==> src/rtl/jt51_slot_wr.sv <==
// jt51_slot_wr
//   Write injector placed directly in front of a per-slot shift-register delay
//   line. The line's output is normally fed straight back to its input; CPU-side
//   register writes are held until their target slot comes round and are then
//   substituted into the ring for exactly one cen strobe.
//
//   Build option: define JT51_SLOT_WR_FIFO_EN to hold up to QDEPTH pending
//   writes in a FIFO. Without it a single holding register is used and QDEPTH
//   is ignored.
//
// Ports
//   clk        system clock
//   rst        asynchronous, active-high reset
//   cen        slot-advance enable (same strobe as the delay line)
//   sh_drop    delay-line output, this slot's value from one frame ago
//   sh_din     delay-line input
//   slot       current slot number, 0..STAGES-1
//   slot_zero  high while slot == 0
//   wr_valid   write request valid
//   wr_ready   a write can be accepted this cycle
//   wr_slot    target slot of the write
//   wr_data    value to insert
//   wr_ack     one-clk pulse after a write is committed into the ring
//   wr_err     one-clk pulse after an accepted write targeted slot >= STAGES
module jt51_slot_wr #(
  parameter int WIDTH  = 5,
  parameter int STAGES = 32,
  parameter int QDEPTH = 4
) (
  input  logic             clk,
  input  logic             rst,
  input  logic             cen,
  input  logic [WIDTH-1:0] sh_drop,
  output logic [WIDTH-1:0] sh_din,
  output logic [4:0]       slot,
  output logic             slot_zero,
  input  logic             wr_valid,
  output logic             wr_ready,
  input  logic [4:0]       wr_slot,
  input  logic [WIDTH-1:0] wr_data,
  output logic             wr_ack,
  output logic             wr_err
);

  localparam logic [4:0] SLOT_LAST = 5'(STAGES - 1);
  localparam logic [5:0] SLOT_LIM  = 6'(STAGES);

  logic [4:0]       slot_q, slot_d;
  logic             rdy_en_q;
  logic             ack_q;
  logic             err_q;
  logic             xfer, bad_slot, push, pop, hit;
  logic             q_empty, q_full;
  logic [4:0]       head_slot;
  logic [WIDTH-1:0] head_data;

  // Out-of-range targets are consumed by the handshake but never queued.
  assign bad_slot  = {1'b0, wr_slot} >= SLOT_LIM;
  assign wr_ready  = rdy_en_q && !q_full;
  assign xfer      = wr_valid && wr_ready;
  assign push      = xfer && !bad_slot;
  assign hit       = !q_empty && (head_slot == slot_q);
  assign pop       = cen && hit;
  assign sh_din    = hit ? head_data : sh_drop;
  assign slot      = slot_q;
  assign slot_zero = (slot_q == 5'd0);
  assign wr_ack    = ack_q;
  assign wr_err    = err_q;

  always_comb begin
    slot_d = slot_q;
    if (cen) slot_d = (slot_q == SLOT_LAST) ? 5'd0 : slot_q + 5'd1;
  end

  // rdy_en_q keeps wr_ready low until the first clock after reset release.
  always_ff @(posedge clk or posedge rst) begin
    if (rst) begin
      slot_q   <= 5'd0;
      rdy_en_q <= 1'b0;
      ack_q    <= 1'b0;
      err_q    <= 1'b0;
    end else begin
      slot_q   <= slot_d;
      rdy_en_q <= 1'b1;
      ack_q    <= pop;
      err_q    <= xfer && bad_slot;
    end
  end

`ifdef JT51_SLOT_WR_FIFO_EN
  localparam int            AW      = $clog2(QDEPTH);
  localparam logic [AW-1:0] PTR_ONE = 1;
  localparam logic [AW:0]   CNT_ONE = 1;
  localparam logic [AW:0]   CNT_MAX = (AW+1)'(QDEPTH);

  logic [4:0]       fifo_slot_q [QDEPTH];
  logic [WIDTH-1:0] fifo_data_q [QDEPTH];
  logic [AW-1:0]    rd_ptr_q, wr_ptr_q;
  logic [AW:0]      cnt_q, cnt_d;

  assign q_empty   = (cnt_q == '0);
  assign q_full    = (cnt_q == CNT_MAX);
  assign head_slot = fifo_slot_q[rd_ptr_q];
  assign head_data = fifo_data_q[rd_ptr_q];

  // When full, wr_ready is low, so a pop never coincides with a push there.
  always_comb begin
    cnt_d = cnt_q;
    if (push && !pop)      cnt_d = cnt_q + CNT_ONE;
    else if (pop && !push) cnt_d = cnt_q - CNT_ONE;
  end

  always_ff @(posedge clk or posedge rst) begin
    if (rst) begin
      rd_ptr_q <= '0;
      wr_ptr_q <= '0;
      cnt_q    <= '0;
    end else begin
      cnt_q <= cnt_d;
      if (push) wr_ptr_q <= wr_ptr_q + PTR_ONE;
      if (pop)  rd_ptr_q <= rd_ptr_q + PTR_ONE;
    end
  end

  always_ff @(posedge clk) begin
    if (push) begin
      fifo_slot_q[wr_ptr_q] <= wr_slot;
      fifo_data_q[wr_ptr_q] <= wr_data;
    end
  end
`else
  logic             pend_q;
  logic [4:0]       hold_slot_q;
  logic [WIDTH-1:0] hold_data_q;
  logic             unused_qdepth;

  assign unused_qdepth = (QDEPTH != 0);
  assign q_empty       = !pend_q;
  assign q_full        = pend_q;
  assign head_slot     = hold_slot_q;
  assign head_data     = hold_data_q;

  // push requires !pend_q, so push and pop are mutually exclusive here.
  always_ff @(posedge clk or posedge rst) begin
    if (rst)       pend_q <= 1'b0;
    else if (push) pend_q <= 1'b1;
    else if (pop)  pend_q <= 1'b0;
  end

  always_ff @(posedge clk) begin
    if (push) begin
      hold_slot_q <= wr_slot;
      hold_data_q <= wr_data;
    end
  end
`endif

endmodule

==> config.mk <==
export PLATFORM = sky130hd
export DESIGN_NAME = jt51_slot_wr
export DESIGN_NICKNAME = d
export VERILOG_FILES = /design/src/rtl/jt51_slot_wr.sv
export SDC_FILE = /design/constraint.sdc
export NUM_CORES = 1
export LEC_CHECK = 0
export CAP_MARGIN = 20
export CORE_UTILIZATION = 37
export DETAILED_ROUTE_END_ITERATION = 8
export PLACE_DENSITY_LB_ADDON = 0.3
export SLEW_MARGIN = 20
export SYNTH_ARGS = -nofsm -noshare
export SYNTH_HDL_FRONTEND = slang
export SYNTH_SLANG_ARGS = --single-unit
==> constraint.sdc <==
create_clock -name clk -period 1.35 [get_ports clk]
set_input_delay 0.135 -clock clk [delete_from_list [all_inputs] [get_ports clk]]
set_output_delay 0.135 -clock clk [all_outputs]
set_load 0.005 [all_outputs]
==> results of run 1 <==
-- cell families (layout without fill, tap and decap cells) --
| group | Yosys count | in the layout | synth area share |
|---|---|---|---|
| other | 2 | 2 | 0.009178 |
| DFF | 18 | 18 | 0.6116 |
| AOI/OAI and AO/OA | 7 | 7 | 0.05199 |
| xor gates and xnor gates | 5 | 5 | 0.05353 |
| and+or+nand+nor | 14 | 14 | 0.1178 |
| buffers and inverters | 5 | 56 | 0.02752 |
| adders and majority gates | 3 | 3 | 0.04588 |
| muxes | 6 | 6 | 0.08256 |
-- power by group --
group | internal, mW | switching [mW] | total, mW
combinational | 0.605 | 0.390 | 0.994
sequential | 0.680 | 0.0728 | 0.753
clock | 0.164 | 0.172 | 0.336
-- what timing repair did --
action / 4_1_cts / 5_1_grt
endpoints found under the setup margin: 18 / 13
buffers inserted: 8 / 1
pin swaps: 8 / 4
resized for setup: 64 / 12
-- state kept, by name (all words and copies together) (netlist names) --
| signal | cells |
|---|---|
| head_data | 5 |
| head_slot | 5 |
| pend_q | 1 |
| rdy_en_q | 1 |
| slot | 5 |
| wr_ack | 1 |
-- worst paths after layout --
path                                end  slack [ns]  depth (start not counted)
max reg2reg                     slot[4]       -0.18                          6
max                           sh_din[1]       -0.63                          7
min reg2reg                     slot[2]        0.65                          2
min                            rdy_en_q        0.08                          2
max in group asynchronous       slot[1]        1.03                          2
min in group clk           head_slot[1]        0.39                          1
-- cell type report --
type | instances | area share
clock buffer | 4 | 0.02483
tap | 27 | 0.02312
multi-input combinational | 37 | 0.2697
sequential | 18 | 0.3425
timing repair buffer | 49 | 0.3288
inverter | 3 | 0.01113
-- per-stage QoR --
| step | util | TNS, ns | instance area, µm² | cells |
|---|---|---|---|---|
| finish | 0.7228 | -3.599 | 1461 | 138 |
| global route | 0.7228 | -4.593 | 1461 | 138 |
| CTS | 0.7011 | -3.672 | 1418 | 137 |
| detailed placement | 0.6126 | -4.165 | 1239 | 126 |
| global placement | 0.6126 | -3.963 | 1239 | 126 |
| floorplan | - | -0.8922 | 818.3 | 60 |
-- synthesized netlist by cell type (all sizes together) (2+ instances only) --
cell,number,area share
and2,2,0.017
and3,2,0.018
conb,2,0.0092
dfrtp,8,0.24
edfxtp,10,0.37
ha,3,0.046
inv,3,0.014
mux2,6,0.083
nand2,3,0.014
o21ai,5,0.031
xnor2,3,0.032
xor2,2,0.021
-- layer usage --
metal	wire length (µm)	up-vias
li1	-	312
met1	800	311
met2	1111	14
met3	59	0
met4	0	0
met5	0	-
-- critical path: cells and delay by family, from the launching register on --
| kind | cells | cell delay, ns |
|---|---|---|
| AND/OR/NAND/NOR | 2 | 0.33 |
| multiplexers | 1 | 0.29 |
| buffers and inverters | 3 | 0.33 |
| XOR/XNOR | 1 | 0.17 |
| flip-flops | 1 | 0.42 |
==> qor.txt, run 1 <==
Worst Skew -> 0.002786 ns
Core Area -> 0.002022 mm²
Via density -> 4.616
critical path required time -> 1.22 ns
row count -> 16
Critical Path Fanout Max -> 2
Sink Count -> 18
Multi-input gate area -> 394.1 µm²
final setup vio count -> 10
status -> finished, violations left
area grow syn2layout -> 78.59%
FF+latch count, synth -> 18
routed len/inst -> 14.28 µm
Final Power -> 2.083 mW
Syn Std Cell Area -> 818.3 µm²
Synth Instances -> 60
io pins -> 33
Max IR drop VDD -> 872.4 µV
final hold violation count -> 0
Critical Path AT -> 1.84 ns
initial antenna violation count -> 0
htree depth -> 1
GR Util met2 -> 0.3194
clk_lat worst skew -> 0.29 ns
detailed-route via count -> 637
Post-CTS Hold Buffers -> 0
Die X -> 49.03 µm
Antenna Cells -> 0
FILL cells -> 145
MaxCap Viol Count -> 0
endpoint type of the worst setup path -> output pin
die height -> 49.03 µm
met1 Use GR -> 0.2117
Top cell by count, worst path -> buf_6
asr flop ratio synth -> 0.4444
Final ANT Viol Nets -> 0
dpl ws -> -0.6073 ns
Root Buffer -> clkbuf_4
CP max-delay cell -> dfrtp_1
fin crit share -> 1.465
launch point of the worst path -> slot[0]
Min Clock Period, post-route -> 1.978 ns
first-pass GRT wire length -> 3.146 mm
fin nets -> 134
Clock Tree Buf Depth -> 2
type of the worst min-delay path -> in -> async
CP peak stage delay -> 0.42 ns
GRT Util Overall -> 0.1806
Top FF cell, synth -> edfxtp_1
placed wire-length estimate -> 1.384 mm
net count after synthesis -> 82
number of global-route vias before repair -> 688
grt ovf -> 0
Worst Setup Start Kind -> flop
Final Worst Setup Slack -> -0.6279 ns
1st-iter DRT viols -> 6
Pwr Density -> 1426 mW/mm²
worst hold slack -> 0.08197 ns
failing checks -> negative setup slack
Crit Path Class -> reg -> out
synthesized area per cell -> 13.64 µm²
clock buffer count from CTS -> 3
Post-Route WL -> 1.971 mm
Post-synth EDFFs -> 10
CTS tree -> built
Die Area -> 0.002403 mm²
Seq/Total Area, Yosys -> 0.6116
Critical Path, Cell by Cell -> xnor2_1, nand4_1, nor3_4, buf_6, buf_6, mux2_4, buf_6
sequential cell area -> 500.5 µm²
drc violations -> 0
placer congestion estimate -> 0.7804
P_leak -> 0.6135 nW
Max Fclk -> 505.6 MHz
port bufs -> 31
leading cell type in the layout, fill and taps excluded -> clkdlybuf4s50_1
Worst-path clk slew -> 0.11 ns
met3 Track Usage GR -> 0.04673
Initial DRT Pass Iterations -> 3
Synth Warn # -> 0
most frequent cells in the layout -> clkdlybuf4s50_1, buf_6, edfxtp_1
Final Max Slew Viols -> 0
layout cell share with drive strength beyond 1 -> 0.4595
global-route layer with the greatest usage -> met2
largest net degree at the start of global routing -> 11
Critical R2R Launch -> slot[3]
Unique masters post-synth -> 24
RSZ-0062 raised after global routing -> yes
initial core utilization -> 0.4047
Note: power is estimated with default switching activity, not from simulation.
==> run 2: changes to the inputs <==
- ABC_AREA: unset -> 0
==> results of run 2 <==
The final DEF is identical to that of run 1; final timing and power are the same.
==> run 3: changes to the inputs <==
- GPL_ROUTABILITY_DRIVEN: unset -> 0
==> results of run 3 <==
The final DEF is identical to that of run 1; final timing and power are the same.
